`src/rtl/mode_counter.sv`:
```
// General-purpose step counter with up/down direction, run-time modulo limit,
// wrap/saturate/one-shot modes, synchronous clear/load and a terminal-count pulse.
module mode_counter #(
   parameter int WIDTH = 8
) (
   input  logic             clk,
   input  logic             rst_n,
   input  logic             en,
   input  logic             clr,
   input  logic             load,
   input  logic [WIDTH-1:0] load_val,
   input  logic             dir,
   input  logic [WIDTH-1:0] incr,
   input  logic [WIDTH-1:0] limit,
   input  logic [1:0]       mode,
   output logic [WIDTH-1:0] count,
   output logic             tc,
   output logic             done
);

   localparam logic [1:0] MODE_WRAP    = 2'b00;
   localparam logic [1:0] MODE_SAT     = 2'b01;
   localparam logic [1:0] MODE_ONESHOT = 2'b10;

   logic [WIDTH:0]   cnt_x;
   logic [WIDTH:0]   incr_x;
   logic [WIDTH:0]   lim_x;
   logic [WIDTH:0]   lim_p1;
   logic [WIDTH:0]   sum;
   logic [WIDTH:0]   up_wrap;
   logic [WIDTH:0]   down_base;
   logic [WIDTH:0]   down_diff;
   logic [WIDTH-1:0] boundary;
   logic [WIDTH-1:0] step_next;
   logic [WIDTH-1:0] load_next;
   logic             step_tc;
   logic             wrap_mode;
   logic             oneshot_mode;
   logic             step_ok;

   // All arithmetic is one bit wider than the counter so nothing overflows.
   assign cnt_x        = {1'b0, count};
   assign incr_x       = {1'b0, incr};
   assign lim_x        = {1'b0, limit};
   assign lim_p1       = lim_x + 1'b1;
   assign sum          = cnt_x + incr_x;
   assign up_wrap      = sum - lim_p1;
   assign down_base    = cnt_x + lim_p1;
   assign down_diff    = down_base - incr_x;
   assign boundary     = dir ? limit : '0;
   assign wrap_mode    = (mode != MODE_SAT) && (mode != MODE_ONESHOT);
   assign oneshot_mode = (mode == MODE_ONESHOT);
   assign step_ok      = en && !(oneshot_mode && done);
   assign load_next    = (load_val > limit) ? limit : load_val;

   always_comb begin
      step_next = count;
      step_tc   = 1'b0;
      if (incr != '0) begin
         if (dir) begin
            if (sum <= lim_x) begin
               step_next = sum[WIDTH-1:0];
            end else if (wrap_mode) begin
               step_tc   = 1'b1;
               step_next = (up_wrap > lim_x) ? limit : up_wrap[WIDTH-1:0];
            end else begin
               step_next = limit;
            end
         end else begin
            if (incr_x <= cnt_x) begin
               step_next = count - incr;
            end else if (wrap_mode) begin
               step_tc   = 1'b1;
               step_next = ((incr_x > down_base) || (down_diff > lim_x)) ? '0 : down_diff[WIDTH-1:0];
            end else begin
               step_next = '0;
            end
         end
         // Saturating modes flag only the arrival onto the boundary, never a hold there.
         if (!wrap_mode) begin
            step_tc = (step_next == boundary) && (count != boundary);
         end
      end
   end

   always_ff @(posedge clk or negedge rst_n) begin
      if (!rst_n) begin
         count <= '0;
         tc    <= 1'b0;
         done  <= 1'b0;
      end else if (clr) begin
         count <= '0;
         tc    <= 1'b0;
         done  <= 1'b0;
      end else if (load) begin
         count <= load_next;
         tc    <= 1'b0;
         done  <= 1'b0;
      end else begin
         if (step_ok) begin
            count <= step_next;
         end
         tc   <= step_ok && step_tc;
         done <= oneshot_mode && (done || (step_ok && step_tc));
      end
   end

endmodule
```
`config.mk`:
```
export PLATFORM = sky130hd
export DESIGN_NAME = mode_counter
export DESIGN_NICKNAME = d
export VERILOG_FILES = /design/src/rtl/mode_counter.sv
export SDC_FILE = /design/constraint.sdc
export NUM_CORES = 1
export LEC_CHECK = 0
export CAP_MARGIN = 30
export CORE_MARGIN = 5
export CORE_UTILIZATION = 45
export CTS_BUF_LIST = sky130_fd_sc_hd__clkbuf_4 sky130_fd_sc_hd__clkbuf_8 sky130_fd_sc_hd__clkbuf_16
export DETAILED_ROUTE_END_ITERATION = 6
export PLACE_DENSITY = 0.66
export SLEW_MARGIN = 20
export SYNTH_ARGS = -nofsm -noshare
export SYNTH_HDL_FRONTEND = slang
export SYNTH_SLANG_ARGS = --single-unit
```
`constraint.sdc`:
```
create_clock -name clk -period 7 [get_ports clk]
set_clock_uncertainty 0.1 [all_clocks]
set_input_delay 1.75 -clock clk [delete_from_list [all_inputs] [get_ports clk]]
set_output_delay 1.75 -clock clk [all_outputs]
set_load 0.01 [all_outputs]
```
# After elaboration in Yosys (flattened, before gate mapping)
# Index checks and enable logic that the tools add are counted.
[word_totals] ff_bits=10 inputBits=32 out_inout_bits=10 wordCells=56
[classes] addsub=6 order_cmp=6 n_eq_ne=5 mux=23 n_reduce_logical=13
[op_table] cell="$mux 8" n=14
[op_table] cell="$gt 9x8->1" n=2
[op_table] cell="$add 8x1->9 const B" n=1
[op_table] cell="$add 8x8->9" n=1
[op_table] cell="$add 8x9->9" n=1
[op_table] cell="$gt 8x9->1" n=1
[op_table] cell="$le 9x8->1" n=1
[op_table] cell="$mux 1" n=9
[op_table] cell="$sub 9x8->9" n=1
[op_table] cell="$sub 9x9->9" n=1
[op_table] cell="$eq 8x8->1" n=1
[op_table] cell="$gt 8x8->1" n=1
[op_table] cell="$le 8x8->1" n=1
[op_table] cell="$ne 8x8->1" n=1
[op_table] cell="$reduce_bool 8->1" n=1
[op_table] cell="$sub 8x8->8" n=1
[op_table] cell="$logic_and 1x1->1" n=6
[op_table] cell="$reduce_bool 3->1" n=2
[op_table] cell="$eq 2x2->1 const B" n=1
[op_table] cell="$logic_or 1x1->1" n=2
[op_table] cell="$ne 2x1->1 const B" n=1
[op_table] cell="$ne 2x2->1 const B" n=1
[op_table] cell="$reduce_and 2->1" n=1
[op_table] cell="$logic_not 1->1" n=1

# Logic depth before layout (Yosys ltp)
[depth] word_depth=19 depth_mapped=27 ltp_nobuf=27

# Worst setup path after synthesis
# No wires, ideal clock.
[synth_path] kind="input to register" startpoint="input port incr[1]" endpoint="register done" arrival_ns=6.595 required_ns=6.805 slack_ns=0.209 cell_stages=23 path_cell_list="inv_1 > ha_1 > nand2b_1 > a21oi_1 > nor2_1 > o31ai_1 > xnor2_1 > ha_1 > or3_1 > o31ai_1 > xnor2_1 > ha_1 > nand4b_1 > o22ai_1 > o2bb2ai_1 > or3b_1 > mux2i_4 > mux2i_1 > nor2_1 > a211o_1 > a2111o_1 > a2111o_1 > o31ai_1"
[synth_via] elab_chain_cells=17
[synth_rtl] item="start: declaration" line_no="13" rtl="input logic [WIDTH-1:0] incr,"
[synth_rtl] item="$add 8x8->9 / $sub 9x8->9 (equally long branches)" line_no="46, 49"
[synth_rtl] item="$sub 9x9->9 / $gt 9x8->1 (equally long branches)" line_no="47, 74"
[synth_rtl] item="$gt 9x8->1 / $logic_or 1x1->1 (equally long branches)" line_no="65, 74"
[synth_rtl] item="$mux 8, on equally long branches" line_no="65, 74"
[synth_rtl] item="$mux 8, on equally long branches" line_no="63, 72"
[synth_rtl] item="$mux 8, on equally long branches" line_no="61, 70"
[synth_rtl] item="$mux 8" line_no="60" rtl="if (dir) begin"
[synth_rtl] item="$mux 8" line_no="59" rtl="if (incr != '0) begin"
[synth_rtl] item="$eq 8x8->1" line_no="81" rtl="step_tc = (step_next == boundary) && (count != boundary);"
[synth_rtl] item="$logic_and 1x1->1" line_no="81"
[synth_rtl] item="$mux 1" line_no="80" rtl="if (!wrap_mode) begin"
[synth_rtl] item="$mux 1 *" line_no="59"
[synth_rtl] item="$logic_and 1x1->1 *" line_no="104" rtl="done <= oneshot_mode && (done || (step_ok && step_tc));"
[synth_rtl] item="$logic_or 1x1->1 *" line_no="104"
[synth_rtl] item="$logic_and 1x1->1 *" line_no="104"
[synth_rtl] item="$mux 1 *" line_no="95" rtl="end else if (load) begin"
[synth_rtl] item="$mux 1 *" line_no="91" rtl="end else if (clr) begin"
[synth_rtl] item="end signal: assignment" line_no="104"
[synth_rtl] item="end: declaration" line_no="18" rtl="output logic done"
# Mark *: on every way between the ends. The rest lies on a longest branch, timed or not. The select of a mux whose other input is x is not followed.
# A chain may end at the register's enable or synchronous reset.

# Worst setup path after layout
[layout_path] startpoint="input port limit[4]" endpoint="register tc"
[layout_via] elab_chain_cells=17
[layout_rtl] item="start: declaration" line_no="14" rtl="input logic [WIDTH-1:0] limit,"
[layout_rtl] item="$add 8x1->9" line_no="45" rtl="assign lim_p1 = lim_x + 1'b1;"
[layout_rtl] item="$add 8x9->9" line_no="48" rtl="assign down_base = cnt_x + lim_p1;"
[layout_rtl] item="$sub 9x8->9" line_no="49" rtl="assign down_diff = down_base - incr_x;"
[layout_rtl] item="$gt 9x8->1" line_no="74" rtl="step_next = ((incr_x > down_base) || (down_diff > lim_x)) ? '0 : down_diff[WIDTH-1:0];"
[layout_rtl] item="$logic_or 1x1->1" line_no="74"
[layout_rtl] item="$mux 8" line_no="74"
[layout_rtl] item="$mux 8" line_no="72" rtl="end else if (wrap_mode) begin"
[layout_rtl] item="$mux 8" line_no="70" rtl="if (incr_x <= cnt_x) begin"
[layout_rtl] item="$mux 8" line_no="60"
[layout_rtl] item="$mux 8" line_no="59"
[layout_rtl] item="$eq 8x8->1" line_no="81"
[layout_rtl] item="$logic_and 1x1->1" line_no="81"
[layout_rtl] item="$mux 1 *" line_no="80"
[layout_rtl] item="$mux 1 *" line_no="59"
[layout_rtl] item="$logic_and 1x1->1 *" line_no="103" rtl="tc <= step_ok && step_tc;"
[layout_rtl] item="$mux 1 *" line_no="95"
[layout_rtl] item="$mux 1 *" line_no="91"
[layout_rtl] item="end signal: assignment" line_no="103"
[layout_rtl] item="end: declaration" line_no="17" rtl="output logic tc,"
# Marks and branches as above.

==> flow_summary.yaml <==
outcome:
  status: "finished, final reports clean"
synthesis:
  synthesis.area_mm2: 0.00387
  synth_cells: 523
  yosys.area.top_type_share_pct: 23.6
  synth_edf_count: 0
  ys_top_cells_by_area: "ha_1 24%, xnor2_1 6.8%, dfrtp_1 6.5%, nor2_1 5.7%, a21oi_1 4.8%"
  syn_nets: 633
  yosys.cell_types.count: 69
  yosys_warnings: 0
  ys_top_cells_by_count: "73 x ha_1, 59 x nor2_1, 46 x inv_1"
  synth-seq-area-share_pct: 6.46
  async_reset_ff_share_pct: 100
  synth_area_per_cell_um2: 7.40
  yosysMostFrequentCell: "ha_1"
  synth_ff_type: "dfrtp_1"
  post-synth-top-area-cell: "ha_1"
  ys_ff_latch: 10
routing:
  dr_total_vias: 4651
  via_per_inst: 5.86
  drc_errors: 0
  drt_first_pass_iters: 5
  finalWirelength_um: 15300
  post_drt_wl_per_cell_um: 19.3
  ant_nets: 0
  drtIter0Drc: 259
die:
  rows: 33
  die_area_mm2: 0.0106
  ios: 42
  die_x_um: 103
  initial_core_util_pct: 46.7
  core_mm2: 0.00830
  fp.dieH_um: 103
cells_and_area:
  final_layout_size_suffix_gt1_share_pct: 31.3
  area_growth_pct: 49.0
  n_fill_cell: 720
  fin_nets: 800
  num_antenna_cells: 0
  final_util_pct: 69.5
clocking:
  clock-sinks: 10
  root_buffer: "clkbuf_8"
  cts.reportedPaths.clkPinSlew_ns: 0.05
  cts_buffers: 3
  cts.htree.levels: 1
  cts_tree: "built"
  cts_buffer_depth: 2
  clk_latency_ns: 0.23
placed_design:
  routabilityCongestion: 1.00
  portBuffers: 41
  dp_hpwl_um: 12300
pwr:
  power_density_mw_per_mm2: 282
  swShare_pct: 46.4
  intPower_mw: 0.871
  power_switching_mw: 0.755
  comb_power_share_pct: 90.0
  ir_worst_vdd_uv: 171
  pwr-share-seq_pct: 5.5
  clkPwrFrac_pct: 4.5
  p_leak_nw: 2.70
global_routing:
  grtUsageTotal_pct: 29.5
  grt_max_degree: 25
  grt_pass1_wl_um: 23900
  grt_overflow: 0
  grt_pass1_vias: 4654
  antenna_found_initial: 0
timing:
  period_share_pct: 97.8
  worstMarginPinSlew_ns: 0.912
  hold_slack_ns: 0.491
  drv_slew: 0
  setup_violations: 0
  slew_headroom_pct: 39.0
  max_freq_ghz: 0.146
  period_needed_ns: 6.84
  hold_viol_final: 0
setup_path:
  crit_type: "input port to register"
  end_kind: "register"
  crit_required_ns: 7.04
  critical_path_arrival_ns: 6.88
  path_max_fanout: 5
  rr_worst_depth: 18
  crit_path_start_kind: "input port"
  ff2ff_setup_slack_ns: 1.23
hold_path:
  hold_depth: 2
  min_path_type: "register to register"
run:
  drv_cap: 0
## kinds of logic after synthesis
kind of cell / Yosys count / synth area share (%)
AND/OR/NAND/NOR: 162 / 20.9
flip-flops: 10 / 6.46
buffers and inverters: 65 / 6.88
multiplexers: 11 / 3.26
XOR/XNOR: 39 / 9.31
AO/OA/AOI/OAI: 158 / 27.0
adder cells (fa/ha/maj): 78 / 26.2
## layout make-up
type / count / area (um2) / area share (%)
multi-input combinational: 448 / 3710 / 64.2
timing repair buffer: 179 / 1450 / 25.1
sequential: 10 / 250 / 4.34
inverter: 48 / 180 / 3.12
tap: 105 / 131 / 2.28
clock buffer: 4 / 55.1 / 0.954
## what timing repair did
item | in CTS | in global routing
pin swaps | 24 | 35
endpoints found under the setup margin | 4 | 4
gates resized for setup | 38 | 49
setup buffers | 6 | 17
hold buffers | 0 | 0
## power groups by stage
| stage | Combinational, mW | Clock, mW | Sequential [mW] |
|---|---|---|---|
| 2_1_floorplan | 0.717 | 0 | 0.0798 |
| 3_3_place_gp | 1.21 | 0 | 0.0874 |
| 3_5_place_dp | 1.24 | 0 | 0.0876 |
| 4_1_cts | 1.31 | 0.0735 | 0.0881 |
| 5_1_grt | 1.58 | 0.0769 | 0.0904 |
| 6_report | 1.46 | 0.0726 | 0.0896 |
## metrics by stage
step / setup TNS, ns / cell area, um2 / cells / power (mW) / setup WS (ns)
2_1_floorplan: 0 / 3870 / 523 / 0.797 / 0.209
3_3_place_gp: -0.995 / 5180 / 766 / 1.30 / -0.413
3_5_place_dp: -2.33 / 5180 / 766 / 1.32 / -0.636
4_1_cts: 0 / 5430 / 776 / 1.47 / 0.0103
5_1_grt: -0.199 / 5770 / 794 / 1.75 / -0.122
6_report: 0 / 5770 / 794 / 1.63 / 0.156
## metal layers
layer	wire [um]	track usage, %	vias to the layer above
met5	0	0	-
met4	633	10.8	0
met3	967	3.92	42
met2	7160	49.2	165
met1	6540	38.8	2195
li1	-	-	2249
## cells in the final DEF, fill, tap and decap left out, drive strengths merged, types with 3 or more instances in the layout
master	netlist	layout
buf	10	139
xor2	8	8
fa	5	5
nor4	5	5
nand2	27	27
nor2b	7	7
nand3	17	17
nand2b	6	6
o22ai	3	3
mux2i	8	8
a211oi	11	11
o2111ai	3	3
o31ai	6	6
a2bb2oi	3	3
ha	73	73
o221ai	3	3
clkdlybuf4s50	0	33
xnor2	31	31
or3	5	5
and2	6	6
nand3b	3	3
a22oi	6	6
a21o	11	11
inv	48	48
nor2	61	61
o211ai	6	6
and3	3	3
dlymetal6s2s	0	3
mux2	3	3
a21oi	38	38
nand4	6	6
nor3	9	9
dfrtp	10	10
clkbuf	7	7
o21bai	3	3
a31oi	3	3
o21a	7	7
o21ai	36	36
## final timing paths
path,from,to
min reg2reg,done,done
min,done,done
max,limit[4],tc
min in group asynchronous,rst_n,count[0]
max reg2reg,count[1],tc
max in group asynchronous,rst_n,tc
## registers in the layout, summed over array words and instances, names as in the netlist
| register | flops |
|---|---|
| done | 1 |
| count | 8 |
| tc | 1 |
## critical path: stages
cell and delay, ns:
clkdlybuf4s50_1 0.47, inv_1 0.09, nor3_2 0.15, nand3_2 0.14, xnor2_2 0.24, buf_4 0.14
buf_4 0.09, inv_1 0.06, ha_4 0.17, or3_4 0.37, o31ai_4 0.22, xnor2_2 0.10
ha_1 0.31, nand4b_1 0.10, o22ai_1 0.16, o2bb2ai_1 0.15, or3b_4 0.41, mux2i_4 0.24
mux2i_1 0.22, nor2_1 0.06, a211o_1 0.29, a2111o_1 0.41, a2111o_1 0.31, o31ai_1 0.22
No activity file was read; power rests on OpenSTA's default activity.
